===== config.mk =====
export PLATFORM = sky130hd
export DESIGN_NAME = mole_datapath
export DESIGN_NICKNAME = d
export VERILOG_FILES = /design/src/rtl/mole_datapath.sv
export SDC_FILE = /design/constraint.sdc
export NUM_CORES = 1
export LEC_CHECK = 0
export CAP_MARGIN = 10
export CORE_MARGIN = 10
export CORE_UTILIZATION = 51
export CTS_CLUSTER_DIAMETER = 200
export CTS_CLUSTER_SIZE = 10
export DETAILED_ROUTE_END_ITERATION = 12
export PLACE_DENSITY = 0.76
export SKIP_LAST_GASP = 1
export SYNTH_ARGS = -nofsm -noshare
export SYNTH_HDL_FRONTEND = slang
export SYNTH_SLANG_ARGS = --single-unit
export TNS_END_PERCENT = 1

===== constraint.sdc =====
create_clock -name clk -period 3.3 [get_ports clk]
set_input_delay 0.33 -clock clk [delete_from_list [all_inputs] [get_ports clk]]
set_output_delay 0.33 -clock clk [all_outputs]
set_load 0.01 [all_outputs]

===== src/rtl/mole_datapath.sv =====
// Whack-a-mole game datapath: game tick and time keeping, mole LED drive, hit/miss
// scoring, and the control/timer handshake signals that feed back into the game FSM.
module mole_datapath #(
  parameter int TICK_DIV   = 5_000_000,
  parameter int GAME_TICKS = 600,
  parameter int MOLE_TICKS = 10,
  parameter int GAP_TICKS  = 3,
  parameter int SCORE_W    = 8,
  localparam int TIME_W  = $clog2(GAME_TICKS + 1),
  localparam int TICK_W  = (TICK_DIV > 1) ? $clog2(TICK_DIV) : 1,
  localparam int CNT_MAX = (MOLE_TICKS > GAP_TICKS) ? MOLE_TICKS : GAP_TICKS,
  localparam int CNT_W   = $clog2(CNT_MAX + 1)
) (
  input  logic               clk,
  input  logic               reset,
  input  logic [3:0]         state,
  input  logic [3:0]         keys,
  output logic               control_signal,
  output logic               timer_signal,
  output logic [SCORE_W-1:0] score,
  output logic [SCORE_W-1:0] misses,
  output logic [TIME_W-1:0]  time_left,
  output logic [3:0]         mole_led,
  output logic [1:0]         phase_dbg
);

  // Handshake: control_signal is a one-cycle request; the FSM acknowledges it by
  // changing state, and no further request is raised until that change is seen.
  typedef enum logic [1:0] {PH_IDLE, PH_GAP, PH_UP, PH_ACK} phase_e;

  localparam logic [3:0]         ST_START  = 4'd0;
  localparam logic [3:0]         ST_GAME   = 4'd1;
  localparam logic [3:0]         ST_OVER   = 4'd6;
  localparam logic [TICK_W-1:0]  TICK_LAST = TICK_W'(TICK_DIV - 1);
  localparam logic [CNT_W-1:0]   GAP_LAST  = CNT_W'(GAP_TICKS - 1);
  localparam logic [CNT_W-1:0]   MOLE_LAST = CNT_W'(MOLE_TICKS - 1);
  localparam logic [TIME_W-1:0]  GAME_TIME = TIME_W'(GAME_TICKS);
  localparam logic [SCORE_W-1:0] SAT       = '1;
  localparam int                 SUM_W     = SCORE_W + 1;

  phase_e              phase_q, phase_d, dispatch;
  logic [TICK_W-1:0]   tick_cnt_q, tick_cnt_d;
  logic [CNT_W-1:0]    gap_cnt_q, gap_cnt_d;
  logic [CNT_W-1:0]    mole_cnt_q, mole_cnt_d;
  logic [3:0]          lat_state_q, lat_state_d;
  logic [3:0]          keys_q, keys_d;
  logic                control_signal_q, control_signal_d;
  logic                timer_signal_q, timer_signal_d;
  logic [SCORE_W-1:0]  score_q, score_d;
  logic [SCORE_W-1:0]  misses_q, misses_d;
  logic [TIME_W-1:0]   time_left_q, time_left_d;
  logic [3:0]          mole_led_q, mole_led_d;

  logic                is_start, is_play, is_mole, tick, leave;
  logic [3:0]          rise, mole_bit;
  logic [1:0]          miss_inc;
  logic [SUM_W-1:0]    miss_sum;

  always_comb begin
    mole_bit = 4'b0000;
    case (state)
      4'd2:    mole_bit = 4'b0001;
      4'd3:    mole_bit = 4'b0010;
      4'd4:    mole_bit = 4'b0100;
      4'd5:    mole_bit = 4'b1000;
      default: mole_bit = 4'b0000;
    endcase
    is_start = (state == ST_START) || (state > ST_OVER);
    is_mole  = |mole_bit;
    is_play  = is_mole || (state == ST_GAME);
    rise     = keys & ~keys_q;
    tick     = is_play && (tick_cnt_q == TICK_LAST);
    if (state == ST_GAME)  dispatch = PH_GAP;
    else if (is_mole)      dispatch = PH_UP;
    else                   dispatch = PH_IDLE;

    keys_d           = keys;
    tick_cnt_d       = (is_play && !tick) ? tick_cnt_q + 1'b1 : '0;
    phase_d          = phase_q;
    gap_cnt_d        = gap_cnt_q;
    mole_cnt_d       = mole_cnt_q;
    lat_state_d      = lat_state_q;
    control_signal_d = 1'b0;
    score_d          = score_q;
    misses_d         = misses_q;
    time_left_d      = time_left_q;
    miss_inc         = 2'd0;
    leave            = 1'b0;

    if (is_start) begin
      time_left_d = GAME_TIME;
      score_d     = '0;
      misses_d    = '0;
    end else if (tick && (time_left_q != '0)) begin
      time_left_d = time_left_q - 1'b1;
    end
    timer_signal_d = (time_left_d == '0) && !is_start;

    case (phase_q)
      PH_IDLE: leave = 1'b1;
      PH_GAP: begin
        if (state != ST_GAME) begin
          leave = 1'b1;
        end else if (tick) begin
          // Once the gap has elapsed it is held; the request is withheld while time is out.
          if (gap_cnt_q >= GAP_LAST) begin
            if (!timer_signal_q) begin
              control_signal_d = 1'b1;
              phase_d          = PH_ACK;
              lat_state_d      = state;
            end
          end else begin
            gap_cnt_d = gap_cnt_q + 1'b1;
          end
        end
      end
      PH_UP: begin
        if (!is_mole) begin
          leave = 1'b1;
        end else if (|(rise & mole_bit)) begin
          score_d          = (score_q == SAT) ? SAT : score_q + 1'b1;
          control_signal_d = 1'b1;
          phase_d          = PH_ACK;
          lat_state_d      = state;
        end else begin
          if (|(rise & ~mole_bit)) miss_inc = miss_inc + 2'd1;
          if (tick) begin
            if (mole_cnt_q >= MOLE_LAST) begin
              miss_inc         = miss_inc + 2'd1;
              control_signal_d = 1'b1;
              phase_d          = PH_ACK;
              lat_state_d      = state;
            end else begin
              mole_cnt_d = mole_cnt_q + 1'b1;
            end
          end
        end
      end
      PH_ACK: if (state != lat_state_q) leave = 1'b1;
      default: leave = 1'b1;
    endcase

    if (leave) begin
      phase_d    = dispatch;
      gap_cnt_d  = '0;
      mole_cnt_d = '0;
    end

    // A wrong press and an expiry in the same cycle both count, saturating at SAT.
    miss_sum = {1'b0, misses_q} + SUM_W'(miss_inc);
    if (miss_inc != 2'd0) misses_d = miss_sum[SCORE_W] ? SAT : miss_sum[SCORE_W-1:0];

    mole_led_d = (phase_d == PH_UP) ? mole_bit : 4'b0000;
  end

  always_ff @(posedge clk or negedge reset) begin
    if (!reset) begin
      phase_q          <= PH_IDLE;
      tick_cnt_q       <= '0;
      gap_cnt_q        <= '0;
      mole_cnt_q       <= '0;
      lat_state_q      <= '0;
      keys_q           <= '0;
      control_signal_q <= 1'b0;
      timer_signal_q   <= 1'b0;
      score_q          <= '0;
      misses_q         <= '0;
      time_left_q      <= GAME_TIME;
      mole_led_q       <= '0;
    end else begin
      phase_q          <= phase_d;
      tick_cnt_q       <= tick_cnt_d;
      gap_cnt_q        <= gap_cnt_d;
      mole_cnt_q       <= mole_cnt_d;
      lat_state_q      <= lat_state_d;
      keys_q           <= keys_d;
      control_signal_q <= control_signal_d;
      timer_signal_q   <= timer_signal_d;
      score_q          <= score_d;
      misses_q         <= misses_d;
      time_left_q      <= time_left_d;
      mole_led_q       <= mole_led_d;
    end
  end

  assign control_signal = control_signal_q;
  assign timer_signal   = timer_signal_q;
  assign score          = score_q;
  assign misses         = misses_q;
  assign time_left      = time_left_q;
  assign mole_led       = mole_led_q;
  assign phase_dbg      = phase_q;

endmodule


* Word-level counts from Yosys, hierarchy flattened
Cells that the tools add are included. W data, S select, Z words.
Word-level totals: register bits 73, input port bits 10, output and inout port bits 34, logic and storage cells 143
Operators by class: add/sub/neg operators 7, magnitude comparators 3, equality and inequality tests 24, multiplexer cells 67, bitwise logic cells 5, reduce and logical (&&, ||, !) cells 25
Operator list (number):
- $mux W4 | 20
- $mux W8 | 8
- $mux W2 | 19
- $add A23 B1 Y23 const B | 1
- $eq A23 B23 Y1 const B | 1
- $mux W23 | 1
- $mux W10 | 2
- $ne A2 B2 Y1 const B | 9
- $pmux W4 S4 | 1
- $reduce_bool A2 Y1 | 7
- $and A4 B4 Y4 | 3
- $mux W1 | 12
- $reduce_or A4 Y1 | 3
- $logic_not A10 Y1 | 1
- $reduce_bool A10 Y1 | 1
- $sub A10 B1 Y10 const B | 1
- $add A8 B2 Y9 | 1
- $add A4 B1 Y4 const B | 2
- $add A8 B1 Y8 const B | 1
- $eq A4 B2 Y1 const B | 2
- $eq A4 B3 Y1 const B | 2
- $eq A8 B8 Y1 const B | 1
- $not A4 Y4 | 2
- $pmux W4 S2 | 1
- 21 further kinds | 29

* Depth between registers and ports, before layout
depth after elaboration 18, gate-level depth with buffers 15, depth with buffers taken out 15

* Worst setup path after synthesis
OpenSTA, ideal clock, no wires.
path type register to register, start point register tick_cnt_q[18], end point register misses_q[3] (netlist: misses[3]), setup time 0.094 ns, arrival time 3.382 ns, required time 3.206 ns, slack -0.176 ns, cell stages (with the launch flop) 12, buffers on the path 0, period minus slack after synthesis 3.476 ns, path through dfrtp_1 -> nand2_2 -> or4_4 -> or4_2 -> nor3_1 -> nand2_1 -> fa_1 -> nor3_1 -> nand3_1 -> o21ai_0 -> a21oi_1 -> a211oi_1
Between the ends: word-level cells in the longest chain between the ends 9, elaborated cells on any way between the ends 11, classes of those cells add/sub: 1; eq/ne: 1; mux: 6; reduce/logical: 3
RTL lines:
- start: declaration | line 42 | logic [TICK_W-1:0] tick_cnt_q, tick_cnt_d;
- start signal: assignment | line 172 | tick_cnt_q <= tick_cnt_d;
- $eq A23 B23 Y1 (*) | line 72 | tick = is_play && (tick_cnt_q == TICK_LAST);
- $logic_and A1 B1 Y1 (*) | line 72
- $mux W2 (*) | line 127 | if (tick) begin
- $mux W2 (*) | line 120 | end else if (|(rise & mole_bit)) begin
- $mux W2 (*) | line 118 | if (!is_mole) begin
- $mux W2 (*) | line 99 | case (phase_q)
- $add A8 B2 Y9 | line 150 | miss_sum = {1'b0, misses_q} + SUM_W'(miss_inc);
- $mux W8 (2 in a row) | line 151 | if (miss_inc != 2'd0) misses_d = miss_sum[SCORE_W] ? SAT : miss_sum[SCORE_W-1:0];
- end signal: assignment | line 180 | misses_q <= misses_d;
- end: declaration | line 50 | logic [SCORE_W-1:0] misses_q, misses_d;
Mark *: on every way between the ends. The rest lies on a longest branch, timed or not. A chain may end at the register's enable or synchronous reset.

* Worst setup path after layout
start point input state[1], end point register misses_q[6] (netlist: misses[6])
Between the ends: word-level cells in the longest chain between the ends 18, elaborated cells on any way between the ends 32, classes of those cells add/sub: 2; order compare: 1; eq/ne: 5; mux: 12; bitwise: 3; reduce/logical: 9
RTL lines:
- start: declaration | line 16 | input logic [3:0] state,
- $eq A4 B3 Y1 / $eq A4 B2 Y1 (equally long branches) | line 61 | case (state)
- $pmux W4 S4 | line 61
- $not A4 Y4 | line 126 | if (|(rise & ~mole_bit)) miss_inc = miss_inc + 2'd1;
- $and A4 B4 Y4 | line 126
- $reduce_or A4 Y1 | line 126
- $mux W1 | line 126
- $mux W2 | line 120
- $mux W2 | line 118
- $mux W2 | line 99
- $add A2 B1 Y2 | line 129 | miss_inc = miss_inc + 2'd1;
- $mux W2 | line 128 | if (mole_cnt_q >= MOLE_LAST) begin
- $mux W2 | line 127
- $mux W2 | line 120
- $mux W2 | line 118
- $mux W2 | line 99
- $add A8 B2 Y9 | line 150
- $mux W8 (2 in a row) | line 151
Several ways; a longest one is shown, not always the timed one. The select of a mux whose other input is x is not followed.

==> flow_metrics.tcl <==
set metrics [dict create \
    crit_path_max_fanout 3 \
    synth_nets 468 \
    switchingPower_mw 0.475 \
    grt_use_total 0.172 \
    status "finished, final reports clean" \
    via_count 3661 \
    seqPwrFrac 0.494 \
    avgRoutedWirePerCell_microns 16.3 \
    power_report.internal_total_mw 1.42 \
    cts_num_sinks 73 \
    layout.area.seq_sq_um 1830 \
    post_synth_instance_area_sq_um 4140 \
    mostFrequentLayoutCell "sky130_fd_sc_hd__dfrtp_1" \
    required_ns 3.52 \
    path_class "primary input to register" \
    tcrit_tclk_final 0.984 \
    synth-async-reset-ratio 1.00 \
    worst_r2r_path_depth 11 \
    die-area_sq_um 12100 \
    leakagePower_nw 2.33 \
    overflow 0 \
    clock-skew-final_ns 0.0114 \
    ys_dominant_reg_cell "sky130_fd_sc_hd__dfrtp_1" \
    cpMostUsedCell "sky130_fd_sc_hd__nor2_2" \
    gp_routability_congestion 0.902 \
    antenna-diode-count 0 \
    critical_path.cell_chain "clkdlybuf4s50_1 > or4bb_4 > a21oi_4 > o22ai_2 > ha_1 > nor2_2 > nor2_2 > ha_2 > inv_1 > fa_2 > nor3_4 > buf_4 > nand2_1 > nor4_2 > nor3_1" \
    drc 0 \
    grt_pass1_wl_microns 16800 \
    ant_nets 0 \
    top_achievable_clock_speed_ghz 0.308 \
    synth_enable_flop_cells 0 \
    worst_slew_pin_tran_ns 0.937 \
    detailed_placement_hpwl_microns 7310 \
    setup.worst_path.end_class "register" \
    design.final.nets 558 \
    drt_first_iter_violations 148 \
    cts_max_path_buffers 2 \
    maxCapViolCount 0 \
    commonest_non_fill_non_tap_cells_in_the_layout "69 x sky130_fd_sc_hd__dfrtp_1, 53 x sky130_fd_sc_hd__nor2_1, 47 x sky130_fd_sc_hd__buf_4" \
    placed_instance_area_sq_um 4990 \
    portBuffers 43 \
    postSynthAreaPerCell_sq_um 9.36 \
    comb_power_share 0.101 \
    critical_path.max_stage_delay_ns 0.49 \
    finalHoldViolCount 0 \
    worst_path_arrival_ns 3.47 \
    core-area_sq_um 7810 \
    slowest_stage "sky130_fd_sc_hd__clkdlybuf4s50_1" \
    final.min_clock_period_ns 3.25 \
    fin_area_sq_um 5340 \
    cts_buffers 9 \
    seq_area_frac_synth 0.443 \
    multiInputGateArea_sq_um 2300 \
    design.portCount 44 \
    die_x_microns 110 \
    regToRegEndpoint "misses[6]" \
    cts_root_buffer "sky130_fd_sc_hd__clkbuf_8" \
    grt_antenna_before_repair 0 \
    p_per_area_nw_per_um2 354 \
    syn_inst 442 \
    count_of_state_elements_after_synthesis 73 \
    synth.lib_cells_used.distinct 64 \
    grt_max_degree 74 \
    row_count 32 \
    slew-limit-headroom 0.375 \
    grt_pass1_vias 3525 \
    htree_levels 3 \
    drive_gt1_frac 0.192 \
    worst_hold_slack_ns 0.203 \
    grt_setup_unrepaired "true" \
    final-setup-viol-count 0 \
    relative_contribution_of_the_clock_network_to_total_power 0.405 \
    post_cts_hold_buffer_count 0 \
    drt-total-wl_microns 10400 \
    n_fill_cell 606 \
    clk-insertion-delay-late_ns 0.36 \
    cp-start-kind "primary input" \
    switching_share 0.251 \
    worstReg2RegStart "tick_cnt_q[18]" \
    tritoncts "yes" \
    path_clk_slew_ns 0.08 \
    vdd_drop_max_mv 0.224 \
    vias_per_cell 5.73 \
    setup_tns_ns 0 \
    post_synthesis_to_final_layout_area_growth_pct 29.1 \
    floorplan.initialDensity 0.530 \
    yosys_warnings 0 \
    die_y_microns 110 \
    r2r_setup_slack_ns 0.08 \
    drt-pass1-iter-count 4 \
    report.final.slew_viol_count 0 \
    timing.hold.worst.class "primary input to async pin" \
]
-- final cells by class --
cell class                      instances  share of cell area
Tap cell                              102              0.0239
Inverter                               25              0.0176
Multi-Input combinational cell        333               0.430
Timing Repair Buffer                   90               0.147
Sequential cell                        73               0.343
Clock buffer                           10              0.0239
Clock inverter                          6              0.0155
-- power by group through the flow --
stage                     combinational, mW  sequential (mW)  clock [mW]
after floorplan                      0.0995            0.949           0
after global placement                0.179            0.950           0
after detailed placement              0.185            0.951           0
after CTS                             0.186            0.934       0.779
after global routing                  0.213            0.938       0.819
final                                 0.192            0.934       0.767
-- stage by stage --
stage                util  instances  power, mW  setup WS (ns)
global route        0.684        639       1.97        -0.0728
finish              0.684        639       1.89         0.0526
global placement    0.639        620       1.13         -0.183
detailed placement  0.639        620       1.14         -0.302
floorplan               -        442       1.05         0.0183
CTS                 0.668        637       1.90         0.0171
-- worst max-delay path: cells and delay by family --
| family | cells | cell delay, ns |
|---|---|---|
| AND/OR/NAND/NOR | 7 | 1.31 |
| buffers and inverters | 3 | 0.70 |
| AO/OA/AOI/OAI | 2 | 0.25 |
| adder cells (fa/ha/maj) | 3 | 0.89 |
-- kinds of logic (layout without fill, tap and decap cells) --
logic type	Yosys count	in the layout	synth area share
simple gates	207	207	0.277
compound gates	75	75	0.122
flops	73	73	0.443
buf+inv	36	131	0.0326
xor+xnor	31	31	0.0656
fa+ha+maj	16	16	0.0502
mux	4	4	0.00998
-- state kept, by name (all words and copies together) (netlist names) --
name,count
control_signal,1
keys_q,4
mole_led,4
time_left,10
score,8
lat_state_q,4
mole_cnt_q,4
misses,8
phase_dbg,2
gap_cnt_q,4
tick_cnt_q,23
timer_signal,1
-- repair_timing --
action / in CTS / in global routing
setup endpoints to repair: 1 / 8
buffers inserted: 1 / 2
resized for setup: 1 / 25
pin swaps: 0 / 12
-- routing by layer --
layer | vias to the layer above | routed length, microns | track usage
li1 | 1771 | - | -
met1 | 1769 | 4600 | 0.222
met2 | 109 | 4960 | 0.271
met3 | 12 | 684 | 0.0476
met4 | 0 | 180 | 0.0604
met5 | - | 0 | 0
-- worst max path at each step --
stage | startpoint | to | cells past startpoint
2_1_floorplan | state[1] | misses[3] | 15
3_3_place_gp | state[1] | misses[6] | 15
6_report | state[1] | misses[6] | 15
4_1_cts | tick_cnt_q[18] | misses[6] | 11
5_1_grt | tick_cnt_q[12] | misses[6] | 14
3_5_place_dp | state[1] | misses[6] | 15
-- cell usage after synthesis (10+ instances only) --
master	number	share of area
sky130_fd_sc_hd__and3_1	10	0.015
sky130_fd_sc_hd__xnor2_1	12	0.025
sky130_fd_sc_hd__nor4_1	11	0.017
sky130_fd_sc_hd__dfrtp_1	69	0.42
sky130_fd_sc_hd__nand2_1	33	0.030
sky130_fd_sc_hd__o21ai_0	12	0.015
sky130_fd_sc_hd__nand3_1	20	0.024
sky130_fd_sc_hd__ha_1	15	0.045
sky130_fd_sc_hd__clkbuf_1	11	0.010
sky130_fd_sc_hd__nor3_1	14	0.017
sky130_fd_sc_hd__nor2_1	55	0.050
sky130_fd_sc_hd__xor2_1	19	0.040
sky130_fd_sc_hd__inv_1	25	0.023
sky130_fd_sc_hd__a21oi_1	26	0.031
sky130_fd_sc_hd__nand4_1	12	0.018
Note: power is estimated with default switching activity, not from simulation.
